===== src/rtl/gpio_arb_pkg.sv =====
// Shared types and constants for the two-master GPIO access arbiter.
// The legality helper is the single source of truth for which accesses reach the port.
package gpio_arb_pkg;

  typedef enum logic [1:0] {
    IDLE   = 2'd0,
    ACCESS = 2'd1,
    DONE   = 2'd2
  } state_e;

  localparam logic [1:0] GPIO_OUT_OFS = 2'h0;
  localparam logic [1:0] GPIO_IN_OFS  = 2'h1;

  localparam logic M0 = 1'b0;
  localparam logic M1 = 1'b1;

  // Writes only to the LED word, reads only from the switch byte; anything else is rejected.
  function automatic logic access_legal(input logic [31:0] addr, input logic we,
                                        input logic [31:0] base);
    logic hit;
    hit = (addr[31:2] == base[31:2]);
    return hit && ((we && (addr[1:0] == GPIO_OUT_OFS)) || (!we && (addr[1:0] == GPIO_IN_OFS)));
  endfunction

endpackage


===== src/rtl/gpio_access_arbiter_if.sv =====
// Per-master request/acknowledge bus into the GPIO access arbiter.
interface gpio_access_arbiter_if;

  logic        req;
  logic        we;
  logic [31:0] addr;
  logic [31:0] wdata;
  logic        ack;
  logic        err;
  logic [31:0] rdata;

  modport master (
    output req, we, addr, wdata,
    input  ack, err, rdata
  );

  modport slave (
    input  req, we, addr, wdata,
    output ack, err, rdata
  );

endinterface


===== src/rtl/rr_arb2.sv =====
// Two-input picker: round-robin on simultaneous requests, or fixed M0 priority.
// The pointer always moves to the master that did not win the last grant.
module rr_arb2
  import gpio_arb_pkg::*;
(
  input  logic       clk_i,
  input  logic       rst_ni,
  input  logic [1:0] req_i,
  input  logic       fixed_prio_i,
  input  logic       advance_i,
  output logic       gnt_id_o
);

  logic ptr_q;

  always_comb begin
    gnt_id_o = M0;
    if (fixed_prio_i) begin
      gnt_id_o = req_i[0] ? M0 : M1;
    end else if (&req_i) begin
      gnt_id_o = ptr_q;
    end else begin
      gnt_id_o = req_i[1] ? M1 : M0;
    end
  end

  always_ff @(posedge clk_i or negedge rst_ni) begin
    if (!rst_ni) begin
      ptr_q <= M0;
    end else if (advance_i) begin
      ptr_q <= ~gnt_id_o;
    end
  end

endmodule


===== src/rtl/gpio_access_arbiter.sv =====
// Shares one GPIO port between two masters: grant, validate, one-cycle GPIO strobe, ack.
// Every output is a flop, so an asynchronous reset drops the strobe without a clock.
module gpio_access_arbiter
  import gpio_arb_pkg::*;
#(
  parameter logic [31:0] BASE_ADDR  = 32'h1001_0024,
  parameter bit          FIXED_PRIO = 1'b0
) (
  input  logic                        clk,
  input  logic                        rst,
  gpio_access_arbiter_if.slave        m0,
  gpio_access_arbiter_if.slave        m1,
  output logic                        gpio_select,
  output logic [31:0]                 gpio_address,
  output logic [31:0]                 gpio_datain,
  input  logic [31:0]                 gpio_dataout,
  output logic                        busy,
  output logic                        owner
);

  state_e           state_q, state_d;
  logic             we_q, we_d;
  logic             id_q, id_d;
  logic             owner_q, owner_d;
  logic             busy_q;
  logic             sel_q, sel_d;
  logic [31:0]      addr_q, addr_d;
  logic [31:0]      din_q, din_d;
  logic [1:0]       ack_q, ack_d;
  logic [1:0]       err_q, err_d;
  logic [1:0][31:0] rdata_q, rdata_d;

  logic [1:0]  req_vec;
  logic        gnt_id;
  logic        advance;
  logic        sel_we;
  logic [31:0] sel_addr;
  logic [31:0] sel_wdata;

  // Only the switch byte of the port is meaningful.
  logic unused_dataout;
  assign unused_dataout = ^gpio_dataout[31:8];

  assign req_vec   = {m1.req, m0.req};
  assign sel_we    = (gnt_id == M1) ? m1.we    : m0.we;
  assign sel_addr  = (gnt_id == M1) ? m1.addr  : m0.addr;
  assign sel_wdata = (gnt_id == M1) ? m1.wdata : m0.wdata;

  rr_arb2 u_rr_arb2 (
    .clk_i        (clk),
    .rst_ni       (rst),
    .req_i        (req_vec),
    .fixed_prio_i (FIXED_PRIO),
    .advance_i    (advance),
    .gnt_id_o     (gnt_id)
  );

  always_comb begin
    state_d = state_q;
    we_d    = we_q;
    id_d    = id_q;
    owner_d = owner_q;
    sel_d   = sel_q;
    addr_d  = addr_q;
    din_d   = din_q;
    ack_d   = ack_q;
    err_d   = err_q;
    rdata_d = rdata_q;
    advance = 1'b0;

    unique case (state_q)
      IDLE: begin
        if (|req_vec) begin
          advance = 1'b1;
          id_d    = gnt_id;
          owner_d = gnt_id;
          we_d    = sel_we;
          if (access_legal(sel_addr, sel_we, BASE_ADDR)) begin
            sel_d   = 1'b1;
            addr_d  = sel_addr;
            din_d   = sel_wdata;
            state_d = ACCESS;
          end else begin
            // Rejected accesses never touch the port; they complete straight away.
            ack_d[gnt_id]   = 1'b1;
            err_d[gnt_id]   = 1'b1;
            rdata_d[gnt_id] = '0;
            state_d         = DONE;
          end
        end
      end
      ACCESS: begin
        sel_d         = 1'b0;
        addr_d        = '0;
        din_d         = '0;
        ack_d[id_q]   = 1'b1;
        err_d[id_q]   = 1'b0;
        rdata_d[id_q] = we_q ? 32'h0 : {24'h0, gpio_dataout[7:0]};
        state_d       = DONE;
      end
      DONE: begin
        ack_d   = '0;
        err_d   = '0;
        rdata_d = '0;
        state_d = IDLE;
      end
      default: state_d = IDLE;
    endcase
  end

  always_ff @(posedge clk or negedge rst) begin
    if (!rst) begin
      state_q <= IDLE;
      we_q    <= 1'b0;
      id_q    <= M0;
      owner_q <= M0;
      busy_q  <= 1'b0;
      sel_q   <= 1'b0;
      addr_q  <= '0;
      din_q   <= '0;
      ack_q   <= '0;
      err_q   <= '0;
      rdata_q <= '0;
    end else begin
      state_q <= state_d;
      we_q    <= we_d;
      id_q    <= id_d;
      owner_q <= owner_d;
      busy_q  <= (state_d != IDLE);
      sel_q   <= sel_d;
      addr_q  <= addr_d;
      din_q   <= din_d;
      ack_q   <= ack_d;
      err_q   <= err_d;
      rdata_q <= rdata_d;
    end
  end

  assign gpio_select  = sel_q;
  assign gpio_address = addr_q;
  assign gpio_datain  = din_q;
  assign busy         = busy_q;
  assign owner        = owner_q;

  assign m0.ack   = ack_q[M0];
  assign m0.err   = err_q[M0];
  assign m0.rdata = rdata_q[M0];
  assign m1.ack   = ack_q[M1];
  assign m1.err   = err_q[M1];
  assign m1.rdata = rdata_q[M1];

endmodule


===== src/flat_wrapper.sv =====
// flat-port wrapper written by rule: the top's interface ports become plain ports
module gpio_access_arbiter_flat import gpio_arb_pkg::*;
#(
  parameter logic [31:0] BASE_ADDR  = 32'h1001_0024,
  parameter bit          FIXED_PRIO = 1'b0
)
  (clk, rst, gpio_select, gpio_address, gpio_datain, gpio_dataout, busy, owner, m0_req, m0_we, m0_addr, m0_wdata, m0_ack, m0_err, m0_rdata, m1_req, m1_we, m1_addr, m1_wdata, m1_ack, m1_err, m1_rdata);
  gpio_access_arbiter_if m0_i ();
  gpio_access_arbiter_if m1_i ();
  input  logic clk;
  input  logic rst;
  output logic gpio_select;
  output logic [31:0] gpio_address;
  output logic [31:0] gpio_datain;
  input  logic [31:0] gpio_dataout;
  output logic busy;
  output logic owner;
  input wire logic [$bits(m0_i.req)-1:0] m0_req;
  input wire logic [$bits(m0_i.we)-1:0] m0_we;
  input wire logic [$bits(m0_i.addr)-1:0] m0_addr;
  input wire logic [$bits(m0_i.wdata)-1:0] m0_wdata;
  output wire logic [$bits(m0_i.ack)-1:0] m0_ack;
  output wire logic [$bits(m0_i.err)-1:0] m0_err;
  output wire logic [$bits(m0_i.rdata)-1:0] m0_rdata;
  input wire logic [$bits(m1_i.req)-1:0] m1_req;
  input wire logic [$bits(m1_i.we)-1:0] m1_we;
  input wire logic [$bits(m1_i.addr)-1:0] m1_addr;
  input wire logic [$bits(m1_i.wdata)-1:0] m1_wdata;
  output wire logic [$bits(m1_i.ack)-1:0] m1_ack;
  output wire logic [$bits(m1_i.err)-1:0] m1_err;
  output wire logic [$bits(m1_i.rdata)-1:0] m1_rdata;
  assign m0_i.req = m0_req;
  assign m0_i.we = m0_we;
  assign m0_i.addr = m0_addr;
  assign m0_i.wdata = m0_wdata;
  assign m0_ack = m0_i.ack;
  assign m0_err = m0_i.err;
  assign m0_rdata = m0_i.rdata;
  assign m1_i.req = m1_req;
  assign m1_i.we = m1_we;
  assign m1_i.addr = m1_addr;
  assign m1_i.wdata = m1_wdata;
  assign m1_ack = m1_i.ack;
  assign m1_err = m1_i.err;
  assign m1_rdata = m1_i.rdata;
  gpio_access_arbiter #(.BASE_ADDR(BASE_ADDR), .FIXED_PRIO(FIXED_PRIO)) u_core (.clk(clk), .rst(rst), .m0(m0_i), .m1(m1_i), .gpio_select(gpio_select), .gpio_address(gpio_address), .gpio_datain(gpio_datain), .gpio_dataout(gpio_dataout), .busy(busy), .owner(owner));
endmodule

===== config.mk =====
export PLATFORM = sky130hd
export DESIGN_NAME = gpio_access_arbiter_flat
export DESIGN_NICKNAME = d
export VERILOG_FILES = /design/src/rtl/gpio_arb_pkg.sv /design/src/rtl/gpio_access_arbiter_if.sv /design/src/rtl/rr_arb2.sv /design/src/rtl/gpio_access_arbiter.sv /design/src/flat_wrapper.sv
export SDC_FILE = /design/constraint.sdc
export NUM_CORES = 1
export LEC_CHECK = 0
export CAP_MARGIN = 40
export CORE_MARGIN = 3
export CORE_UTILIZATION = 40
export DETAILED_ROUTE_END_ITERATION = 10
export PLACE_DENSITY_LB_ADDON = 0.3
export SLEW_MARGIN = 5
export SYNTH_ARGS = -nofsm -noshare
export SYNTH_HDL_FRONTEND = slang
export SYNTH_SLANG_ARGS = --single-unit

===== constraint.sdc =====
create_clock -name clk -period 2.78 [get_ports clk]
set_clock_uncertainty 0.15 [all_clocks]
set_input_delay 0.278 -clock clk [delete_from_list [all_inputs] [get_ports clk]]
set_output_delay 0.278 -clock clk [all_outputs]
set_load 0.005 [all_outputs]

* After elaboration in Yosys (flattened, before gate mapping)
Cells that the tools add are included.
** Storage, ports and cells
- Register bits :: 139
- Output and inout port bits :: 135
** Cells by class
- $lt $le $gt $ge :: 4
- Equal/unequal tests :: 7
- Mux-type cells :: 38
- Bitwise operators :: 8
- Reduce and logical (&&, ||, !) cells :: 17
** Operator list (number)
- 32-bit two-way mux :: 8
- 64-bit case mux with 3 select lines :: 1
- 64-bit two-way mux :: 2
- 32-bit case mux with 2 select lines :: 2
- 64-bit bitwise AND :: 1
- 64-bit bitwise mux :: 1
- 32-bit demux with 1-bit select :: 2
- 64-bit inverter :: 1
- 30-bit by 27-bit == test with 1-bit output (second input constant) :: 1
- 2-bit two-way mux :: 6
- 2-bit case mux with 3 select lines :: 2
- 1-bit two-way mux :: 9
- 8-bit two-way mux :: 1
- 2-bit bitwise OR :: 3
- 3-bit AND reduction :: 2
- 1-bit logical AND :: 5
- 2-bit by 1-bit == test with 1-bit output (second input constant) :: 2
- 2-bit logical NOT :: 2
- 1-bit by 2-bit less-than comparator with 1-bit output (second input constant) :: 2
- 2-bit by 1-bit inequality test with 1-bit output (second input constant) :: 2
- 2-bit case mux with 2 select lines :: 1
- 2-bit AND reduction :: 2
- 2-bit nonzero test :: 2
- 3-bit nonzero test :: 1
- 11 further kinds :: 13

* Depth between registers and ports, before layout
- Word-level depth :: 11
- Depth in mapped cells :: 9
- Mapped depth without buffers :: 7

* Modules after synthesis
Synthesis repeated with hierarchy kept, for this count alone.
** Unflattened totals
- Cell total of the unflattened synthesis :: 480
- Area, all modules :: 5806.8 µm²
** Modules (own cells, without submodules)
- gpio_access_arbiter :: times used 1, cells each 472, area each 5731.7 µm²
- rr_arb2 :: times used 1, cells each 8, area each 75.1 µm²

* Worst setup path before layout
Ideal clock, no wire load.
- Path type :: input-to-reg
- Start :: input m0_addr[21]
- End :: register u_core.rdata_q (netlist bit u_core.m1.rdata[0])
- Setup time :: 0.122 ns
- Arrival time :: 2.053 ns
- Required time :: 2.508 ns
- Slack :: 0.455 ns
- Stages :: 8
- Cells stage by stage :: or4_1 -> a211o_1 -> o22ai_2 -> o211ai_4 -> and2_4 -> buf_6 -> buf_8 -> a32o_1
** On the way
- Word-level cells in the longest chain between the ends :: 5
** RTL lines
- from (decl) :: RTL line flat_wrapper.sv:20 : input wire logic [$bits(m0_i.addr)-1:0] m0_addr;
- 32-bit two-way mux :: RTL line gpio_access_arbiter.sv:46 : assign sel_addr = (gnt_id == M1) ? m1.addr : m0.addr;
- 30-bit by 27-bit == test with 1-bit output :: RTL line gpio_arb_pkg.sv:21 : hit = (addr[31:2] == base[31:2]);
- 1-bit logical AND :: RTL line gpio_arb_pkg.sv:22 : return hit && ((we && (addr[1:0] == GPIO_OUT_OFS)) || (!we && (addr[1:0] == GPIO_IN_OFS)));
- 2-bit inequality test (no line)
- 3-bit AND reduction (no line)
- to (signal assigned) :: RTL line gpio_access_arbiter.sv:135 : rdata_q <= rdata_d;
- to (decl) :: RTL line gpio_access_arbiter.sv:31 : logic [1:0][31:0] rdata_q, rdata_d;
Every way passes these cells.
A chain may end at the register's enable or synchronous reset.

* Worst setup path in the final report
- Start :: input m0_addr[6]
- End :: register u_core.addr_q[21], in the netlist u_core.gpio_address[21]
** On the way
- Word-level cells in the longest chain between the ends :: 5
** RTL lines
- 32-bit two-way mux :: RTL line gpio_access_arbiter.sv:46
- 30-bit by 27-bit == test with 1-bit output :: RTL line gpio_arb_pkg.sv:21
- 1-bit logical AND :: RTL line gpio_arb_pkg.sv:22
- 2-bit by 1-bit inequality test with 1-bit output (no line)
- 3-bit AND reduction (no line)
- to (signal assigned) :: RTL line gpio_access_arbiter.sv:131 : addr_q <= addr_d;
- to (decl) :: RTL line gpio_access_arbiter.sv:27 : logic [31:0] addr_q, addr_d;
Every way passes these cells.

==> metrics.md <==
| Metric | Value |
|---|---|
| Outcome | `finished clean` |
| Hold WC Path Type | `flip-flop to flip-flop` |
| Area growth from synthesis to layout | `62.9%` |
| Number of warnings printed during yosys synthesis | `0` |
| Count of nets left with antenna violations after detail routing | `0` |
| Ys async rst share | `100%` |
| Row Count | `43` |
| Start-to-end type of the worst setup path | `input port to flip-flop` |
| Dominant delay contributor by cell family on the critical path | `simple AND/OR/NAND/NOR gates` |
| DRT iter0 DRCs | `243` |
| Share of power burned in registers | `~40%` |
| Placed wire-length estimate after detailed placement | `12500 um` |
| IR drop worst, VDD | `0.000452 V` |
| Horizontal die dimension | `roughly 130 um` |
| Max_slew headroom | `45.5%` |
| Required @ worst endpoint | `2930 ps` |
| Chip height | `127 um` |
| Number of flops mapped to enable cells by yosys | `0` |
| Number of setup violations in the final report | `0` |
| Worst-path cell with the longest stage delay | `or4_1` |
| Share of post-route cells with drive strength above 1 | `7.14%` |
| Post-detailed-route wirelength per cell | `~17 um` |
| Portion of the post-synthesis area used by sequential elements | `59.7%` |
| Clock-pin slew of the registers on the worst-case setup and hold paths | `60 ps` |
| Dominant synthesized flop cell | `dfrtp_1` |
| Area inside the core boundary | `14000 um2` |
| Largest stage delay, worst path | `around 570 ps` |
| Areal power density over the cells | `about 560 nW/um2` |
| Arrival time of the worst setup path | `2530 ps` |
| Final hold vios | `0` |
| Internal Dissipation | `3.94 mW` |
| Maximum level of the CTS H-tree | `4` |
| Fill cell total of the finished layout | `1045` |
| Endpoint class of the critical path | `flip-flop` |
| Register-to-register setup slack | `460 ps` |
| Transition time at the pin with the least slew margin | `817 ps` |
| Area fraction of the dominant cell type after synthesis | `59.7%` |
| Main combinational cell family by area after synthesis | `simple AND/OR/NAND/NOR gates` |
| Launch instance of the worst register-to-register path | `u_core.state_q[0]` |
| Global routing usage summed across all routing layers | `approximately 21%` |
| Clock power share | `a little over two fifths` |
| RSZ-0062 raised after global routing | `false` |
| Cell count of the worst hold path | `1` |
| Achievable clock frequency | `420 MHz` |
| Non-filler cells in the finished layout | `1006` |
| Number of unique standard cell types used by synthesis | `47` |
| Clk root buf | `clkbuf_16` |
| CTS buffer count | `17` |
| Largest fanout on the critical path | `27` |
| Post-synthesis cell area | `just under 6000 um2` |
| Overall routed net length | `17100 um` |
| Synthesized-area fraction occupied by xor and xnor cells | `0.301%` |
| Flop and latch count out of synthesis | `139` |
| Layout Utilization | `67.6%` |
| Compound-gate portion of the synthesized area | `7.73%` |
| Crit-path cells | `clkdlybuf4s50_1 > or4_1 > a2111oi_2 > a41o_2 > nand3_1 > a21boi_1 > buf_12 > and2_1` |
| CTS sink cnt | `roughly 140` |
| Final design area excluding fillers | `9490 um2` |
| Synthesized area divided by synthesized cell count | `between 10 and 15 um2` |
| Time the final worst path needs with I/O delays and setup | `between 2000 and 2500 ps` |
| First-pass GRT wire length | `27300 um` |
| Main area contributors after synthesis | `dfrtp_1, and2_1, nand2_1` |
| HP Start | `u_core.m0.rdata[19]` |
| Multiplexer area fraction after synthesis | `6.21%` |
| I/O Buffers | `between 200 and 300` |
| Total grt overflow | `0` |
| TritonCTS clock tree | `yes` |
| Number of placed I/O pins | `approximately 300` |
| Leakage power | `4.64 nW` |
| Gate power share | `approximately 18%` |
| Switching share of power | `26.4%` |
| PnR Total Power | `about 5.4 mW` |
| Layout net count | `983` |
| Total instance count after detailed placement | `973` |
| Number of violations of the max-capacitance limit | `0` |
| Worst Setup Start Kind | `input port` |
| Pin count of the biggest net entering global routing | `91` |
| Number of buffers and inverters on the critical path | `2` |
| Basic-gate share of the synthesized area counting and, or, nand and nor cells | `22.5%` |
| Arithmetic-cell share of the synthesized area counting full adders, half adders and majority gates | `less than 1%` |
| Length in cells of the worst reg-to-reg path | `8` |
| R2R Path End | `u_core.gpio_address[21]` |
| DRC errors left | `0` |
| Cell count after synthesis | `528` |
| Initial antenna violation count | `0` |
| Effective utilization at floorplan | `41.5%` |
| Vias | `4928` |
| Clock latency at the later pin of the worst-skew pair | `410 ps` |
| Vias in the first global route | `5345` |
| Maximum clock insertion buffer count | `2` |
| Setup TNS after final layout | `0 ps` |
| Hold Crit Endpoint | `u_core.m0.rdata[19]` |
| Share of the clock period used by the worst path | `85.6%` |
| Library cell with the largest summed area after synthesis | `dfrtp_1` |
| Antenna Diode Count | `0` |
| Total cell area at the placement stage | `8880 um2` |
| Die Outline Area | `roughly 16000 um2` |
| Number of cells upsized or downsized after cts | `0` |
| Ratio of routed vias to standard cells | `about 4.9` |
| Mapped Nets | `698` |
| Final Max Slew Viols | `0` |
| GPL Wtd Cong | `between 0.8 and 0.9` |
| P_sw | `1.42 mW` |
| Initial DRT Pass Iterations | `5` |
per-layer routing:
| layer | vias to the layer above | track usage [%] | share of wire, % |
|---|---|---|---|
| li1 | 2329 | - | - |
| met5 | - | 0 | 0 |
| met1 | 2395 | 24.8 | 40 |
| met3 | 30 | 7.28 | 8.1 |
| met2 | 174 | 36.5 | 49 |
| met4 | 0 | 8.96 | 2.7 |
final cells by class:
type | instances | area [um2] | share of cell area [%]
sequential | 139 | 3480 | 36.7
timing repair buffer | 293 | 2970 | 31.3
multi-input combinational | 356 | 2190 | 23.1
clock buffer | 21 | 470 | 4.96
tap | 180 | 225 | 2.37
clock inverter | 11 | 133 | 1.40
inverter | 6 | 22.5 | 0.237
worst register-to-register path, cell delays in order, from the launching register on:
cell and delay [ps]:
dfrtp_1 420, inv_1 110, ha_1 380, inv_1 150, nor2_1 260, nand3_1 170, a21boi_1 210, buf_12 200
and2_1 160
cell usage after synthesis (all sizes together) (2+ instances only):
library cell    n
a21o            2
nand2         105
clkbuf         14
nand3           5
nor4b           5
a31oi           3
dfrtp         139
a32o           16
nor4            6
o211ai          2
or4             2
a211o           6
inv             6
mux2i          35
and2           78
nor3            2
nor2b          14
a21boi          2
o21ai           6
a21oi           7
buf            13
nor2           37
nand4           3
ha              4
nand2b          2
worst max path at each step:
stage,startpoint,cells past startpoint,endpoint
global placement,m0_addr[6],8,u_core.gpio_address[15]
floorplan,m0_addr[21],8,u_core.m1.rdata[0]
global route,m0_addr[6],8,u_core.gpio_address[1]
detailed placement,m0_addr[6],8,u_core.gpio_address[21]
finish,m0_addr[6],8,u_core.gpio_address[21]
CTS,m0_addr[6],8,u_core.gpio_address[21]
flip-flops by register name, indices dropped and copies added (netlist names):
| name | flops |
|---|---|
| u_core.u_rr_arb2.ptr_q | 1 |
| u_core.m1.rdata | 32 |
| u_core.err_q | 2 |
| u_core.state_q | 2 |
| u_core.gpio_address | 32 |
| u_core.we_q | 1 |
| u_core.m0.rdata | 32 |
| u_core.gpio_datain | 32 |
| u_core.id_q | 1 |
| u_core.busy | 1 |
| u_core.ack_q | 2 |
| u_core.gpio_select | 1 |
cells in the final DEF (no fill, tap or decap), types with 2 or more instances in the layout:
cell type and count:
a211o_1 6, a21o_1 2, a21oi_1 7, a31oi_1 3, a32o_1 16, and2_1 77
buf_12 6, buf_4 10, bufinv_16 2, clkbuf_16 17, clkbuf_8 3, clkdlybuf4s50_1 275
clkinv_4 2, clkinvlp_4 2, dfrtp_1 139, ha_1 4, inv_1 6, inv_6 4
mux2i_1 35, nand2_1 105, nand2b_1 2, nand3_1 4, nand4_1 3, nor2_1 37
nor2b_1 14, nor3_1 2, nor4_1 6, nor4b_1 5, o21ai_0 5, or4_1 2
power by group through the flow:
stage                     Sequential [mW]  Clock (mW)  Combinational [mW]
after floorplan                      2.17           0               0.443
after global placement               2.18           0               0.930
after detailed placement             2.19           0               0.951
after CTS                            2.15        2.31               0.966
after global routing                 2.16        2.40                1.06
final                                2.15        2.26               0.954
cell families (layout without fill, tap and decap cells):
group                    after synthesis  after routing
AO/OA/AOI/OAI                         51             51
adder cells (fa/ha/maj)                4              4
XOR/XNOR                               2              2
flip-flops                           139            139
buffers and inverters                 33            331
multiplexers                          36             36
AND/OR/NAND/NOR                      263            263
repair_timing:
action                                 CTS  global route
buffers inserted                         0             0
hold buffers                             1             0
endpoints found under the hold margin   88             0
stage by stage:
step,hold slack [ps],worst slack (ps)
3_5_place_dp,262,20.0
6_report,330,399
4_1_cts,336,447
3_3_place_gp,249,47.8
5_1_grt,349,353
2_1_floorplan,-168,455
No activity file was read; power rests on OpenSTA's default activity.
